**config.mk**
```make
export PLATFORM = sky130hd
export DESIGN_NAME = prime_trial_step
export DESIGN_NICKNAME = d
export VERILOG_FILES = /design/src/rtl/prime_trial_step.sv
export SDC_FILE = /design/constraint.sdc
export NUM_CORES = 1
export LEC_CHECK = 0
export ABC_AREA = 1
export BUFFER_PORTS_ARGS = -buffer_cell sky130_fd_sc_hd__buf_2
export CORE_MARGIN = 4
export CORE_UTILIZATION = 25
export DETAILED_ROUTE_END_ITERATION = 6
export PLACE_DENSITY = 0.37
export SYNTH_ARGS = -nofsm -noshare
export SYNTH_HDL_FRONTEND = slang
export SYNTH_SLANG_ARGS = --single-unit
```
**constraint.sdc**
```tcl
create_clock -name vclk -period 18.5
set_clock_uncertainty 0.1 [all_clocks]
set_input_delay 1.85 -clock vclk [all_inputs]
set_output_delay 1.85 -clock vclk [all_outputs]
set_load 0.005 [all_outputs]
```
**src/rtl/prime_trial_step.sv**
```systemverilog
`default_nettype none
// ============================================================================
//  Module      : prime_trial_step
//  Description : Combinational single trial-division step. Reports whether
//                d*d exceeds n (computed without truncation) and whether d
//                divides n exactly.
//  Revision    : 1.0 - initial release
// ============================================================================
module prime_trial_step #(
  parameter int WIDTH = 8,
  parameter int DW    = 6
) (
  input  logic [WIDTH-1:0] n,
  input  logic [DW-1:0]    d,
  output logic             sq_gt,
  output logic             divides
);

  // Square is formed wide enough for both 2*WIDTH and the full d*d range
  localparam int SQW = (2 * WIDTH > 2 * DW) ? 2 * WIDTH : 2 * DW;
  // Modulo is formed wide enough to hold either operand
  localparam int MW  = (WIDTH > DW) ? WIDTH : DW;

  logic [SQW-1:0] d_sq_ext;
  logic [SQW-1:0] d_sq;
  logic [MW-1:0]  n_m;
  logic [MW-1:0]  d_m;
  logic [MW-1:0]  rem;

  // Square comparison and remainder test for the current divisor
  assign d_sq_ext = SQW'(d);
  assign d_sq     = d_sq_ext * d_sq_ext;
  assign sq_gt    = (d_sq > SQW'(n));

  assign n_m      = MW'(n);
  assign d_m      = MW'(d);
  assign rem      = (d_m != '0) ? (n_m % d_m) : n_m;
  assign divides  = (d_m != '0) && (rem == '0);

endmodule
`default_nettype wire

```
# Yosys cells after proc, flatten, opt, wreduce, memory -nomap -nowiden

Cells that the tools add are included.

Multiply operators: 1
Div/mod/pow operators: 1
Order comparisons: 1
Multiplexer cells: 1
Reductions and logical operators: 3

Operator list:

| cell                | count |
|---|---|
| $gt A12 B8 Y1       | 1 |
| $mul A6 B6 Y12      | 1 |
| $logic_not A8 Y1    | 1 |
| $mod A8 B6 Y8       | 1 |
| $mux W8             | 1 |
| $reduce_bool A8 Y1  | 1 |
| $logic_and A1 B1 Y1 | 1 |

Register bits: 0
Input bits: 14
Output and inout port bits: 2
Word-level logic and storage cells: 7

# Depth between registers and ports, before layout

Gate-level depths: netlist (run 1).

Depth after elaboration: 4
Mapped depth: 76
Depth with buffers taken out: 75

# Least setup slack after synthesis (run 1)

No wires, ideal clock.

Path type: in2out
Start point: input d[0]
End point: output divides
Data arrival time: 10.628 ns
Required time: 16.550 ns
Slack: 5.922 ns
Stages on the path: 67
Buffers on the path: 1
Cell sequence: clkbuf_1 -> inv_1 -> ha_1 -> nor2_1 -> nor2_1 -> nand2_1 -> nand2_2 -> nand2_1 -> ha_1 -> inv_1 -> o21bai_1 -> nand3_1 -> nand2_1 -> inv_1 -> ha_1 -> nand2_1 -> nand3b_1 -> or2_2 -> [31 not listed] -> a21oi_1 -> o21ai_1 -> inv_1 -> nand2_4 -> nand2_1 -> o21ai_2 -> fa_1 -> a221o_1 -> nand3_1 -> nand2_1 -> inv_1 -> o21ai_0 -> inv_1 -> nand2_1 -> nand3b_1 -> a21oi_1 -> nand2_1 -> nor2_1

Cells in the longest elaborated chain, start to end: 4

RTL lines:

| element                                             | RTL line | source |
|---|---|---|
| start, declared                                     | 14       | `input logic [DW-1:0] d,` |
| $mod A8 B6 Y8 or $reduce_bool A8 Y1 (tied branches) | 37, 38   |  |
| $mux W8                                             | 37       | `assign rem = (d_m != '0) ? (n_m % d_m) : n_m;` |
| $logic_not A8 Y1                                    | 38       | `assign divides = (d_m != '0) && (rem == '0);` |
| $logic_and A1 B1 Y1 (*)                             | 38       |  |
| end, declared                                       | 16       | `output logic divides` |

Every way passes the cells marked *; elsewhere a longest branch is shown, timed or not.

# Worst setup path after layout (run 1)

Ends and elaborated chain as after synthesis.

==> qor.yml, run 1 <==
worst_setup_path:
  cp_max_fo: 10
  crit_path_frequent_cell: "nand2_1"
  arrival_ns: 11.90
  required_ns: 16.55
  slowest_delay_ns: 0.43
  cp-end-kind: "output port"
  startpoint_type: "input port"
  slowest_stage: "fa_1"
  critPathKind: "input port to output port"
final_layout:
  nFillCells: 1212
  seqCellArea_um2: 0
  final_common_cell: "nand2_1"
  final_nets: 507
  syn_to_final_growth_pct: 8.396
  drive_gt1_frac: 0.1171
  antenna_cells: 0
  nClkBuffers: 0
  final_cell_mix: "nand2_1 (90), inv_1 (73), ha_1 (55)"
  seq_cells: 0
floorplanning:
  rows: 37
  core_area_um2: 10370
  die_h_um: 111.3
  io_pins: 16
  fp.dieArea_um2: 12390
  initial_utilization: 0.2572
  die_x_um: 111.3
global_routing:
  grt_start_max_net_pins: 11
  antenna_found_initial: 0
  grt_pass1_vias: 2540
  grt-ovfl-total: 0
  track_usage: 0.1109
  grt_first_pass_wirelength_um: 11810
power_and_ir_drop:
  p_int_uw: 129.8
  power_density_nw_per_um2: 111.5
  ir_drop_uv: 50.59
  pwr-share-comb: 1.000
  swShare: 0.5975
  p_clk_frac: 0
  p_switching_uw: 192.7
  finalPower_uw: 322.5
  p_seq_frac: 0
  leakage_uw: 0.001667
yosys:
  synth_nets: 496
  avgSynthCellArea_um2: 6.382
  netlist_area_um2: 2668
  synthTopCellsByArea: "ha_1 (26%), nand2_1 (13%), inv_1 (10%)"
  yosys_warnings: 0
  yosys.area.top_type: "ha_1"
  synthCells: 418
  yosysSeqAreaShare: 0
  synth_top_area_share: 0.2580
  synthDistinctLibCells: 38
outcome:
  status: "complete, no violations"
sta:
  finalCritPeriodShare: 0.7486
  fmax_mhz: 72.21
  hold_viol: 0
  setup_violations: 0
  final_max_slew_viol_count: 0
  min_period_ns: 13.85
  tightestPinTransition_ns: 0.5976
  slew_headroom: 0.5913
  fin_setup_tns_ns: 0
  rsz0062_at_grt: "false"
placed_design:
  hpwl_um: 5663
  routabilityCongestion: 0.7428
  portBuffers: 16
job:
  maxCapViolations: 0
route:
  antenna_left: 0
  vias: 2467
  viasPerCell: 4.382
  post_drt_wl_per_cell_um: 11.54
  wl_um: 6498
  drt_iter0_drc: 72
  drc: 0
  dr.pass1.iters: 4
cts:
  post_cts_buffers: 0
  cts_resized: 0
  cts-hold-fix-buffers: 0
worst_hold_path:
  hold_class: "input port to output port"
-- power by group through the flow --
| stage | registers, uW | logic [uW] | clock network (uW) |
|---|---|---|---|
| global placement | 0 | 326 | 0 |
| detailed placement | 0 | 326 | 0 |
| finish | 0 | 322 | 0 |
| global route | 0 | 378 | 0 |
| CTS | 0 | 328 | 0 |
| floorplan | 0 | 264 | 0 |
-- metrics by stage --
step                      hold WS, ns  std cells  setup WS [ns]  area (um^2)  utilization
final                           4.061        563          4.651         2892       0.2788
after floorplan                 3.781        418          5.922         2668            -
after CTS                       4.067        563          4.462         2892       0.2788
after global placement          4.059        563          4.530         2892       0.2788
after detailed placement        4.066        563          4.490         2892       0.2788
after global routing            4.106        563          3.276         2892       0.2788
-- routing by layer --
metal | vias to the layer above | routed length [um] | track usage
met5 | - | 0 | 0
met4 | 0 | 0 | 0
met3 | 0 | 73 | 0.003275
met2 | 12 | 2918 | 0.1926
met1 | 1086 | 3507 | 0.1626
li1 | 1369 | - | -
-- layout make-up --
class,instances,area [um^2],area share
inverter,80,305.3,0.1056
multi-input combinational,331,2336,0.8079
tap,136,170.2,0.05885
timing repair buffer,16,80.08,0.02769
-- cells in the mapped netlist (2+ instances only) --
library cell,instances
nand4_1,3
or2_2,3
nor3_1,3
inv_1,73
and2_1,3
xor2_1,14
nand3b_1,2
nand2_4,4
a21oi_1,21
nand2_1,90
inv_2,5
nand3_1,33
nor2_1,22
or2_1,3
fa_1,9
a21o_1,3
o21ai_0,10
clkbuf_1,7
o21ai_2,3
inv_4,2
nand2_2,6
a21oi_2,2
nand3_2,4
xnor2_1,12
o21bai_1,2
o21ai_1,13
ha_1,55
-- worst paths after layout --
check / start / to / slack (ns) / depth (start not counted)
worst max-delay path: d[0] / divides / 4.65 / 68
worst min-delay path: d[5] / sq_gt / 4.06 / 5
-- worst max-delay path, delay by kind of cell --
| family | cells | cell delay [ns] |
|---|---|---|
| AOI/OAI and AO/OA | 18 | 2.92 |
| and+or+nand+nor | 32 | 3.30 |
| adders and majority gates | 8 | 2.60 |
| buffers and inverters | 10 | 1.17 |
-- kinds of logic after synthesis --
group           synth area share
simple gates              0.3335
buf+inv                   0.1243
fa+ha+maj                 0.3255
compound gates            0.1313
xor+xnor                 0.08537
(Power assumes the default switching activity.)
==> inputs of run 2 (changes only) <==
Settings changed: PLACE_DENSITY 0.37 to 0.38.
Clock period 18.5 ns to 11.4 ns, I/O delays scaled along.
==> run 2 against run 1 <==
  * Die area unchanged
  * Sequential share of layout area unchanged
  * Combinational power increased by 130%
  * Global-route usage grew 0.76 points
  * Routed wire length increased by 20%
  * Cell area up 33%
  * Clock-buffer cell count stayed put
  * Setup slack lost 4.0 ns
  * First-iteration DRC count decreased by 18%
  * Largest power group unchanged
==> qor.yml, run 2 (synthesized netlist as in run 1, its figures left out) <==
final_layout:
  antenna_cells: 0  # unchanged
  seqCellArea_um2: 0  # unchanged
  final_cell_mix: "inv_1 (66), nand2_1 (65), buf_4 (61)"
  seq_cells: 0  # unchanged
  nClkBuffers: 0  # unchanged
  final_nets: 570  # +12%
  final_common_cell: "inv_1"
  syn_to_final_growth_pct: 44.28
  drive_gt1_frac: 0.3959  # +0.2788
  instances_no_fill: 626  # +11%
worst_hold_path:
  hold_class: "input port to output port"
sta:
  tightestPinTransition_ns: 0.6274  # +0.02976 ns
  slew_headroom: 0.5779  # -0.01340
  final_max_slew_viol_count: 0  # unchanged
  holdWs_ns: 2.651  # -1.410 ns
  min_period_ns: 10.77
  fin_setup_tns_ns: 0  # unchanged
  finalCritPeriodShare: 0.9451
  setup_violations: 0  # unchanged
  hold_viol: 0  # unchanged
  fmax_mhz: 92.81
global_routing:
  antenna_found_initial: 0  # unchanged
  grt-ovfl-total: 0  # unchanged
  grt_start_max_net_pins: 10  # -1
  grt_first_pass_wirelength_um: 12590  # +6.6%
  grt_pass1_vias: 2691  # +5.9%
  track_usage: 0.1185  # +0.007609
route:
  antenna_left: 0  # unchanged
  wl_um: 7799  # +20%
  drc: 0  # unchanged
  vias: 2743  # +11%
  viasPerCell: 4.382  # about the same
  drt_iter0_drc: 59  # -18%
  dr.pass1.iters: 4  # unchanged
  post_drt_wl_per_cell_um: 12.46  # +7.9%
floorplanning:
  initial_utilization: 0.2572  # unchanged
  die_x_um: 111.3  # unchanged
  io_pins: 16  # unchanged
  rows: 37  # unchanged
  core_area_um2: 10370  # unchanged
  fp.dieArea_um2: 12390  # unchanged
  die_h_um: 111.3  # unchanged
worst_setup_path:
  required_ns: 10.16  # -6.39 ns
  arrival_ns: 9.53  # -2.37 ns
  slowest_stage: "ha_1"
  crit_path_frequent_cell: "nand2_2"
  cp_max_fo: 8  # -2
  critPathKind: "input port to output port"
  slowest_delay_ns: 0.34  # -0.09 ns
  cp-end-kind: "output port"
  startpoint_type: "input port"
outcome:
  status: "complete, no violations"
power_and_ir_drop:
  ir_drop_uv: 105.6  # +110%
  leakage_uw: 0.002032  # +22%
  power_density_nw_per_um2: 192.2  # +72%
placed_design:
  routabilityCongestion: 0.7514  # +1.2%
  hpwl_um: 6189  # +9.3%
  dp_cells: 600  # +6.6%
  portBuffers: 16  # unchanged
job:
  maxCapViolations: 0  # unchanged
cts:
  cts-hold-fix-buffers: 0  # unchanged
## run 2: what timing repair did
item	4_1_cts	5_1_grt
setup endpoints to repair	1	1
resized for setup	9	97
buffers inserted	1	25
pin swaps	1	53
## run 2: worst paths after layout
check	startpoint	end	slack, ns	cells past startpoint
worst min-delay path	n[0]	divides	2.65	7
worst max-delay path	d[0]	divides	0.63	75
## run 2: layout make-up
type                            count  area (um^2)
Fill cell                        1142         6521
Inverter                           80        312.8
Multi-Input combinational cell    331         2789
Tap cell                          136        170.2
Timing Repair Buffer               79        576.8
## run 2: worst max-delay path: cells and delay by family
family,cells,cell delay (ns)
buffers and inverters,12,0.82
adders and majority gates,8,2.22
and+or+nand+nor,36,2.66
AOI/OAI and AO/OA,19,2.69
## run 2: per-stage QoR
step | util | total power (uW) | cell area (um^2) | setup slack (ns)
2_1_floorplan | - | 427.8 | 2668 | 0.2422
4_1_cts | 0.3086 | 591.5 | 3201 | 0.02591
3_3_place_gp | 0.3056 | 585.2 | 3169 | -0.2512
5_1_grt | 0.3711 | 838.6 | 3849 | -0.1302
3_5_place_dp | 0.3056 | 583.7 | 3169 | -0.3212
6_report | 0.3711 | 739.8 | 3849 | 0.6257
## run 2: power by group
part | total [uW] | internal (uW) | switching [uW]
Combinational | 740 | 351 | 389
Clock | 0 | 0 | 0
Sequential | 0 | 0 | 0
Total | 740 | 351 | 389
## run 2: routing by layer
layer,track usage,vias to the layer above,part of all wire,wire length [um]
met2,0.2119,12,0.49,3793
met5,0,-,0,0
met4,0,0,0,0
met1,0.1702,1242,0.51,3958
met3,0.001092,0,0.0060,47
li1,-,1489,-,-
==> inputs of run 3 (changes only) <==
Settings changed: PLACE_DENSITY 0.38 to 0.37.
Clock period 11.4 ns to 10.3 ns, I/O delays scaled along.
==> run 3 against run 2 <==
  * The run now ends with negative setup slack left
  * Non-clock buffer count grew 77
  * Critical path depth is 4 lower
  * Power up 43%
  * Cell area grew 23%
  * Core utilization grew 8.7 points
  * Sequential cell count is the same
  * Clock-buffer cell count is the same
  * Critical path type unchanged
  * Highest routed layer is now met4
==> qor.yml, run 3 (synthesized netlist as in run 1, its figures left out) <==
sta:
  min_period_ns: 10.34
  hold_viol: 0  # unchanged
  fmax_mhz: 96.69
  rsz0062_at_grt: "true"
  fin_setup_tns_ns: -0.04196  # -0.04196 ns
  final_max_slew_viol_count: 0  # unchanged
  tightestPinTransition_ns: 0.5105  # -0.1168 ns
  holdWs_ns: 2.415  # -0.2369 ns
  finalCritPeriodShare: 1.004
  slew_headroom: 0.6508  # +0.07294
  fin_ws_ns: -0.04196  # -0.6676 ns
  setup_violations: 1  # +1
floorplanning:
  core_area_um2: 10370  # unchanged
  io_pins: 16  # unchanged
  die_h_um: 111.3  # unchanged
  initial_utilization: 0.2572  # unchanged
  die_x_um: 111.3  # unchanged
  rows: 37  # unchanged
  fp.dieArea_um2: 12390  # unchanged
worst_setup_path:
  crit_family: "simple AND/OR/NAND/NOR gates"
  worst-path-buf-inv: 13  # +1
  slowest_delay_ns: 0.35  # about the same
  slowest_stage: "a221o_1"
  required_ns: 9.17  # -0.99 ns
  cp_max_fo: 6  # -2
  crit_path_frequent_cell: "nand2_2"
  arrival_ns: 9.21  # -0.32 ns
  critPathKind: "input port to output port"
  cp-end-kind: "output port"
  startpoint_type: "input port"
route:
  wl_um: 8815  # +13%
  drc: 0  # unchanged
  post_drt_wl_per_cell_um: 12.54  # +0.65%
  antenna_left: 0  # unchanged
  viasPerCell: 4.403  # +0.47%
  vias: 3095  # +13%
  drt_iter0_drc: 75  # +27%
  dr.pass1.iters: 4  # unchanged
global_routing:
  grt_start_max_net_pins: 10  # unchanged
  grt_pass1_vias: 3235  # +20%
  antenna_found_initial: 0  # unchanged
  track_usage: 0.1389  # +0.02037
  grt-ovfl-total: 0  # unchanged
  grt_first_pass_wirelength_um: 14690  # +17%
power_and_ir_drop:
  power_density_nw_per_um2: 223.2  # +16%
  leakage_uw: 0.002465  # +21%
  ir_drop_uv: 180.8  # +71%
outcome:
  violations: "negative setup slack"
  status: "finished with violations"
worst_hold_path:
  holdPathEnd: "divides"
  hold_depth: 7  # unchanged
  hold_class: "input port to output port"
  hp-start: "n[0]"
final_layout:
  seq_cells: 0  # unchanged
  final_nets: 647  # +14%
  final_common_cell: "buf_4"
  seqCellArea_um2: 0  # unchanged
  final_cell_mix: "buf_4 (133), inv_1 (66), nand2_1 (58)"
  antenna_cells: 0  # unchanged
  nClkBuffers: 0  # unchanged
  drive_gt1_frac: 0.5150  # +0.1191
  syn_to_final_growth_pct: 77.91
placed_design:
  hpwl_um: 6618  # +6.9%
  routabilityCongestion: 0.8147  # +8.4%
  portBuffers: 16  # unchanged
job:
  maxCapViolations: 0  # unchanged
[run 3: cell types whose count changed in the layout (fill, tap and decap cells not counted), moves of 4 or more]
cell | before | now
buf_4 | 61 | 133
nand2_4 | 8 | 17
a21oi_2 | 11 | 4
ha_1 | 39 | 32
ha_4 | 16 | 23
nand2_1 | 65 | 58
a21oi_4 | 0 | 6
buf_6 | 3 | 8
o21ai_4 | 4 | 9
nand3_4 | 2 | 6
[run 3: how the worst max path moves through the flow]
stage	start	endpoint	slack (ns)	cells after the start
after floorplan	d[0]	divides	0.02	68
after global placement	d[0]	divides	-0.52	65
after CTS	d[0]	divides	-0.13	71
after detailed placement	d[0]	divides	-0.64	71
after global routing	d[0]	divides	-0.67	71
final	d[0]	divides	-0.04	71
[run 3: layer usage]
metal  vias up  track usage  routed length, um
li1       1650            -                  -
met1      1412       0.1830               4147
met2        25       0.2606               4487
met3         8     0.002183                 81
met4         0      0.01460                 99
met5         -            0                  0
[run 3: worst min-delay path, stage by stage]
cell	delay, ns
buf_2	0.12
nor2_2	0.04
nand2_1	0.04
nand2_1	0.04
nand2_1	0.06
nor2_1	0.04
buf_2	0.11
[run 3: what timing repair did]
item                                   CTS  global route
setup endpoints to repair                1             1
endpoints found under the hold margin    0             0
hold buffers                             0             0
setup buffers                           42            12
resized for setup                       65            74
pin swaps                               57            74
[run 3: layout make-up]
type | instances | area, um^2
Tap cell | 136 | 170.2
Timing Repair Buffer | 156 | 1174
Multi-Input combinational cell | 331 | 3084
Fill cell | 1070 | 5624
Inverter | 80 | 317.8
[run 3: per-stage QoR]
| stage | setup WS, ns | area, um^2 | total power (uW) | util | cells |
|---|---|---|---|---|---|
| after floorplan | 0.01997 | 2801 | 496.1 | - | 418 |
| after global placement | -0.5178 | 3669 | 776.9 | 0.3538 | 650 |
| after detailed placement | -0.6351 | 3669 | 780.9 | 0.3538 | 650 |
| after CTS | -0.1304 | 4250 | 925.1 | 0.4099 | 692 |
| after global routing | -0.6734 | 4746 | 1190 | 0.4577 | 703 |
| final | -0.04196 | 4746 | 1059 | 0.4577 | 703 |
[run 3: power breakdown]
group          switching [uW]  internal [uW]
combinational             505            554
clock                       0              0
sequential                  0              0
